===== src/rtl/mem_access_unit.sv =====
// mem_access_unit: initiator-side controller for the level-sensitive data RAM.
// Accepts one load/store at a time, drives the RAM address/data/strobes for a
// fixed window of WAIT_CYCLES+1 cycles, then presents a registered response.
module mem_access_unit #(
  parameter int MEM_WORDS   = 32,
  parameter int WAIT_CYCLES = 1
) (
  input  logic        clk,
  input  logic        reset,
  input  logic        req_valid,
  output logic        req_ready,
  input  logic        req_write,
  input  logic [31:0] req_addr,
  input  logic [31:0] req_wdata,
  output logic        resp_valid,
  input  logic        resp_ready,
  output logic [31:0] resp_rdata,
  output logic        resp_err,
  output logic [31:0] mem_address,
  output logic [31:0] mem_in,
  output logic        CONTROL_MEM_READ,
  output logic        CONTROL_MEM_WRITE,
  input  logic [31:0] mem_out
);

  typedef enum logic [1:0] {
    IDLE,
    ACCESS,
    RESP
  } state_t;

  state_t      state;
  state_t      state_nxt;
  logic [3:0]  wait_cnt;
  logic        in_range;

  // Full 32-bit range compare so large addresses never alias into the RAM.
  assign in_range = (req_addr < 32'(MEM_WORDS));

  // Next-state selection.
  always_comb begin
    state_nxt = state;
    case (state)
      IDLE:    if (req_valid) state_nxt = in_range ? ACCESS : RESP;
      ACCESS:  if (wait_cnt == '0) state_nxt = RESP;
      RESP:    if (resp_ready) state_nxt = IDLE;
      default: state_nxt = IDLE;
    endcase
  end

  // State register.
  always_ff @(posedge clk or posedge reset) begin
    if (reset) state <= IDLE;
    else       state <= state_nxt;
  end

  // Registered outputs: RAM interface, wait counter and response channel.
  always_ff @(posedge clk or posedge reset) begin
    if (reset) begin
      req_ready         <= 1'b1;
      resp_valid        <= 1'b0;
      resp_rdata        <= '0;
      resp_err          <= 1'b0;
      mem_address       <= '0;
      mem_in            <= '0;
      CONTROL_MEM_READ  <= 1'b0;
      CONTROL_MEM_WRITE <= 1'b0;
      wait_cnt          <= '0;
    end else begin
      case (state)
        IDLE: begin
          if (req_valid) begin
            req_ready <= 1'b0;
            if (in_range) begin
              mem_address       <= req_addr;
              mem_in            <= req_wdata;
              CONTROL_MEM_WRITE <= req_write;
              CONTROL_MEM_READ  <= !req_write;
              wait_cnt          <= 4'(WAIT_CYCLES);
            end else begin
              resp_err   <= 1'b1;
              resp_rdata <= '0;
              resp_valid <= 1'b1;
            end
          end
        end
        ACCESS: begin
          if (wait_cnt != '0) begin
            wait_cnt <= wait_cnt - 4'd1;
          end else begin
            resp_rdata        <= CONTROL_MEM_READ ? mem_out : '0;
            resp_err          <= 1'b0;
            resp_valid        <= 1'b1;
            CONTROL_MEM_READ  <= 1'b0;
            CONTROL_MEM_WRITE <= 1'b0;
          end
        end
        RESP: begin
          if (resp_ready) begin
            resp_valid <= 1'b0;
            req_ready  <= 1'b1;
          end
        end
        default: ;
      endcase
    end
  end

endmodule

===== config.mk =====
export PLATFORM = sky130hd
export DESIGN_NAME = mem_access_unit
export DESIGN_NICKNAME = d
export VERILOG_FILES = /design/src/rtl/mem_access_unit.sv
export SDC_FILE = /design/constraint.sdc
export NUM_CORES = 1
export LEC_CHECK = 0
export ABC_AREA = 0
export BUFFER_PORTS_ARGS = -buffer_cell sky130_fd_sc_hd__clkbuf_2
export CORE_UTILIZATION = 41
export CTS_BUF_LIST = sky130_fd_sc_hd__clkbuf_4 sky130_fd_sc_hd__clkbuf_8 sky130_fd_sc_hd__clkbuf_16
export CTS_CLUSTER_SIZE = 20
export DETAILED_ROUTE_END_ITERATION = 10
export GPL_ROUTABILITY_DRIVEN = 0
export GPL_TIMING_DRIVEN = 0
export PLACE_DENSITY = 0.76
export RECOVER_POWER = 100
export SLEW_MARGIN = 25
export SYNTH_ARGS = -nofsm -noshare
export SYNTH_HDL_FRONTEND = slang
export SYNTH_SLANG_ARGS = --single-unit

===== constraint.sdc =====
create_clock -name clk -period 2.7 [get_ports clk]
set_input_delay 0 -clock clk [delete_from_list [all_inputs] [get_ports clk]]
set_output_delay 0 -clock clk [all_outputs]
set_load 0.01 [all_outputs]

==> summary.log <==
qor: run_status.run_status finished with violations
qor: run_status.violated_checks max-capacitance violations, max-slew violations
qor: floorplan.chipWidth 101.4 µm
qor: route.drc 0
qor: setup_path.crit_path_max_incr_delay 0.58 ns
qor: route.routed-via-count 3448
qor: route.post_route_wl 10790 µm
qor: clocking.cts_tree yes
qor: setup_path.critPathLaunch state[0]$_DFFE_PP0P_
qor: yosys.async_reset_ff_frac 1.000
qor: yosys.synthesis.yosys.warnings 0
qor: setup_path.critical_path.reg2reg.startpoint state[0]$_DFFE_PP0P_
qor: power_and_ir_drop.vdd_drop_max 0.2812 mV
qor: setup_path.timing.critical_path.max_delay_family simple AND/OR/NAND/NOR gates
qor: cells_and_area.fillerInstances 762
qor: cells_and_area.stdcell_count 707
qor: yosys.syn-instance-count 285
qor: setup_path.path_buf_inv 2
qor: global_route.grt_antenna_before_repair 0
qor: worst_hold_path.min_from req_addr[8]
qor: route.drtIter0Drc 67
qor: timing.worst_slew_pin_slew 1.621 ns
qor: clocking.clkLatencyLatePin 0.37 ns
qor: route.drt-pass1-iter-count 4
qor: floorplan.chipHeight 101.4 µm
qor: setup_path.critical_path_arrival 2.63 ns
qor: setup_path.register_to_register_setup_slack 0.31 ns
qor: yosys.postSynthRegisterBits 107
qor: clocking.clk_path_buf_depth 2
qor: timing.hold_viol_final 0
qor: placement.numPortBuffers 201
qor: cells_and_area.antenna-diode-count 0
qor: yosys.syn-num-nets 388
qor: timing.timing.slew.headroom -0.08072
qor: yosys.synth_area 0.004050 mm²
qor: yosys.avg_synthesized_cell_area 14.21 µm²
qor: worst_hold_path.hp-class input pin to flip-flop
qor: worst_hold_path.min_path_cells 5
qor: setup_path.worst_ep_required_time 2.94 ns
qor: global_route.grt.overflow.total 0
qor: clocking.cts_inserted_buffers 9
qor: floorplan.ioPinCount 202
qor: clocking.cts_root_buffer sky130_fd_sc_hd__clkbuf_8
qor: power_and_ir_drop.power_leakage 3.036 nW
qor: cells_and_area.layout.cells.most_common sky130_fd_sc_hd__clkbuf_1
qor: timing.setup_repair_after_global_routing_missed_its_margin false
qor: setup_path.worst_setup_path_end_kind flip-flop
qor: global_route.via_count_of_the_first_global_routing_pass 3418
qor: timing.final.period_utilization 0.8859
qor: route.drt-vias-per-instance 4.877
qor: timing.clock.fmax 418.1 MHz
qor: setup_path.r2r-end mem_in[4]$_DFFE_PP0P_
qor: yosys.synth-seq-area-share 0.6614
qor: run.drv_cap 2
qor: timing.final_max_slew_viol_count 61
qor: setup_path.worst_setup_path_start_kind flip-flop
qor: cells_and_area.fraction_of_final_layout_cells_sized_beyond_drive_strength_1 0.2855
qor: floorplan.core_region_area 0.009415 mm²
qor: setup_path.timing.critical_path.slowest_stage_cell sky130_fd_sc_hd__nor3_4
qor: clocking.clock-sinks 107
qor: cells_and_area.finish.net_count 676
qor: timing.finalSetupTns 0 ns
qor: cells_and_area.synthToLayoutAreaGrowth 49.58%
qor: global_route.grt_first_pass_wirelength 16530 µm
qor: clocking.cts_htree_levels 3
qor: floorplan.initial_core_util 0.4302
qor: timing.fin_crit 2.392 ns
qor: yosys.synth.top_cell.area_share 0.6549
qor: yosys.synth_edf_count 0
qor: clocking.cts.repair_timing.setup_buffer_count 0
qor: power_and_ir_drop.power-per-cell-area 550.5 mW/mm²
qor: placement.dp_hpwl 7054 µm
qor: setup_path.worstPathCellList clkbuf_1, nor2_1, nand2_1, nor3_4, buf_6, mux2_2
qor: cells_and_area.final_cell_mix sky130_fd_sc_hd__clkbuf_1 (107), sky130_fd_sc_hd__dfrtp_1 (106), sky130_fd_sc_hd__clkbuf_2 (103)
qor: setup_path.cp_max_fo 10
qor: route.routedWlPerCell 15.26 µm
qor: global_route.grt_max_degree 32
qor: setup_path.criticalPathCategory flip-flop to flip-flop
qor: yosys.netlist.top_cell.by_area sky130_fd_sc_hd__dfrtp_1
qor: floorplan.dieArea 0.01028 mm²
qor: setup_path.number_of_cells_traversed_by_the_worst_register_to_register_path 6
qor: placement.place.detailed.instances 618
qor: yosys.postSynth.topFlopCell sky130_fd_sc_hd__dfrtp_1
qor: worst_hold_path.hold_end CONTROL_MEM_READ$_DFFE_PP0P_
qor: route.residual_antenna_violating_net_count_after_detailed_routing 0
qor: timing.final.setup_skew 0.01851 ns
qor: yosys.ys_types 33
qor: cells_and_area.postLayoutCoreUtil 0.6435
qor: global_route.grt_use_total 0.2107
qor: timing.finalSetupViolCount 0
qor: clocking.cts_clk_pin_slew_worst_paths 0.10 ns
qor: yosys.synth.area.top_cells sky130_fd_sc_hd__dfrtp_1 (65%), sky130_fd_sc_hd__mux2_2 (9.5%), sky130_fd_sc_hd__a22o_1 (7.1%)
qor: floorplan.row_count 35
## metal layers
layer  wire length (µm)  vias up  global-route usage
li1                   -     1599                   -
met1               4514     1675              0.2490
met2               5475      164              0.3898
met3                685       10             0.04003
met4                111        0             0.06020
met5                  0        -                   0
## through the flow
stage	total power, mW	setup WS [ns]	cell area, µm²	hold slack (ns)
after global placement	2.284	0.1711	5221	0.2153
after global routing	3.506	0.1321	6058	0.2864
after detailed placement	2.326	0.04025	5281	0.02386
after floorplan	2.102	0.7705	4054	0.1073
after CTS	3.373	0.01996	6215	0.1691
final	3.335	0.3080	6058	0.2112
## tightest hold or removal path: stages
cell                       delay [ns]
sky130_fd_sc_hd__clkbuf_2        0.09
sky130_fd_sc_hd__nor3_1          0.04
sky130_fd_sc_hd__nand3_1         0.20
sky130_fd_sc_hd__o21ai_0         0.10
sky130_fd_sc_hd__o311ai_0        0.09
## logic make-up after synthesis
group	count (synthesis)	synth area share
buffers and inverters	19	0.02688
multiplexers	37	0.1029
adder cells (fa/ha/maj)	2	0.006178
flip-flops	107	0.6614
AND/OR/NAND/NOR	65	0.09515
AO/OA/AOI/OAI	55	0.1075
## flip-flops by register name, summed over array words and instances (netlist names)
register and cells:
state 2, wait_cnt 4, mem_address 32, CONTROL_MEM_READ 1, CONTROL_MEM_WRITE 1, resp_err 1, resp_rdata 32, mem_in 32
resp_valid 1, req_ready 1
## report_power, final
part           total, mW  internal, mW  switching [mW]
Combinational      0.619         0.281           0.338
Clock              0.959         0.367           0.592
Sequential          1.76          1.68          0.0813
## Yosys cell counts (2+ instances only)
master / instances
sky130_fd_sc_hd__o21bai_1: 2
sky130_fd_sc_hd__nor4_1: 7
sky130_fd_sc_hd__mux2_1: 3
sky130_fd_sc_hd__nor2b_1: 33
sky130_fd_sc_hd__or2_2: 2
sky130_fd_sc_hd__nand2b_1: 2
sky130_fd_sc_hd__nor2_1: 4
sky130_fd_sc_hd__mux2_2: 34
sky130_fd_sc_hd__dfrtp_1: 106
sky130_fd_sc_hd__buf_6: 4
sky130_fd_sc_hd__inv_1: 6
sky130_fd_sc_hd__a22o_1: 33
sky130_fd_sc_hd__o311ai_0: 2
sky130_fd_sc_hd__buf_2: 6
sky130_fd_sc_hd__clkbuf_1: 3
sky130_fd_sc_hd__ha_1: 2
sky130_fd_sc_hd__nand3_1: 2
sky130_fd_sc_hd__o221ai_1: 2
sky130_fd_sc_hd__o21ai_0: 10
sky130_fd_sc_hd__nand2_1: 9
## repair_timing
action	in CTS	in global routing
endpoints found under the setup margin	0	18
hold buffers	73	0
gates resized for setup	0	3
endpoints found under the hold margin	148	0
## worst max-delay path by stage
stage | to | slack, ns | cells past startpoint
CTS | resp_rdata[17]$_DFFE_PP0P_ | 0.02 | 7
detailed placement | resp_rdata[17]$_DFFE_PP0P_ | 0.04 | 7
global route | mem_in[1]$_DFFE_PP0P_ | 0.13 | 4
global placement | resp_rdata[17]$_DFFE_PP0P_ | 0.17 | 7
floorplan | resp_rdata[11]$_DFFE_PP0P_ | 0.77 | 7
finish | mem_in[4]$_DFFE_PP0P_ | 0.31 | 6
## area by class of cell
class / count / area [µm²] / share of cell area
inverter: 6 / 23.77 / 0.003924
clock inverter: 7 / 78.83 / 0.01301
clock buffer: 9 / 123.9 / 0.02045
timing repair buffer: 277 / 1639 / 0.2705
buffer: 13 / 83.83 / 0.01384
multi-input combinational: 159 / 1269 / 0.2094
sequential: 107 / 2679 / 0.4422
tap: 129 / 161.4 / 0.02664
(Power assumes the default switching activity.)
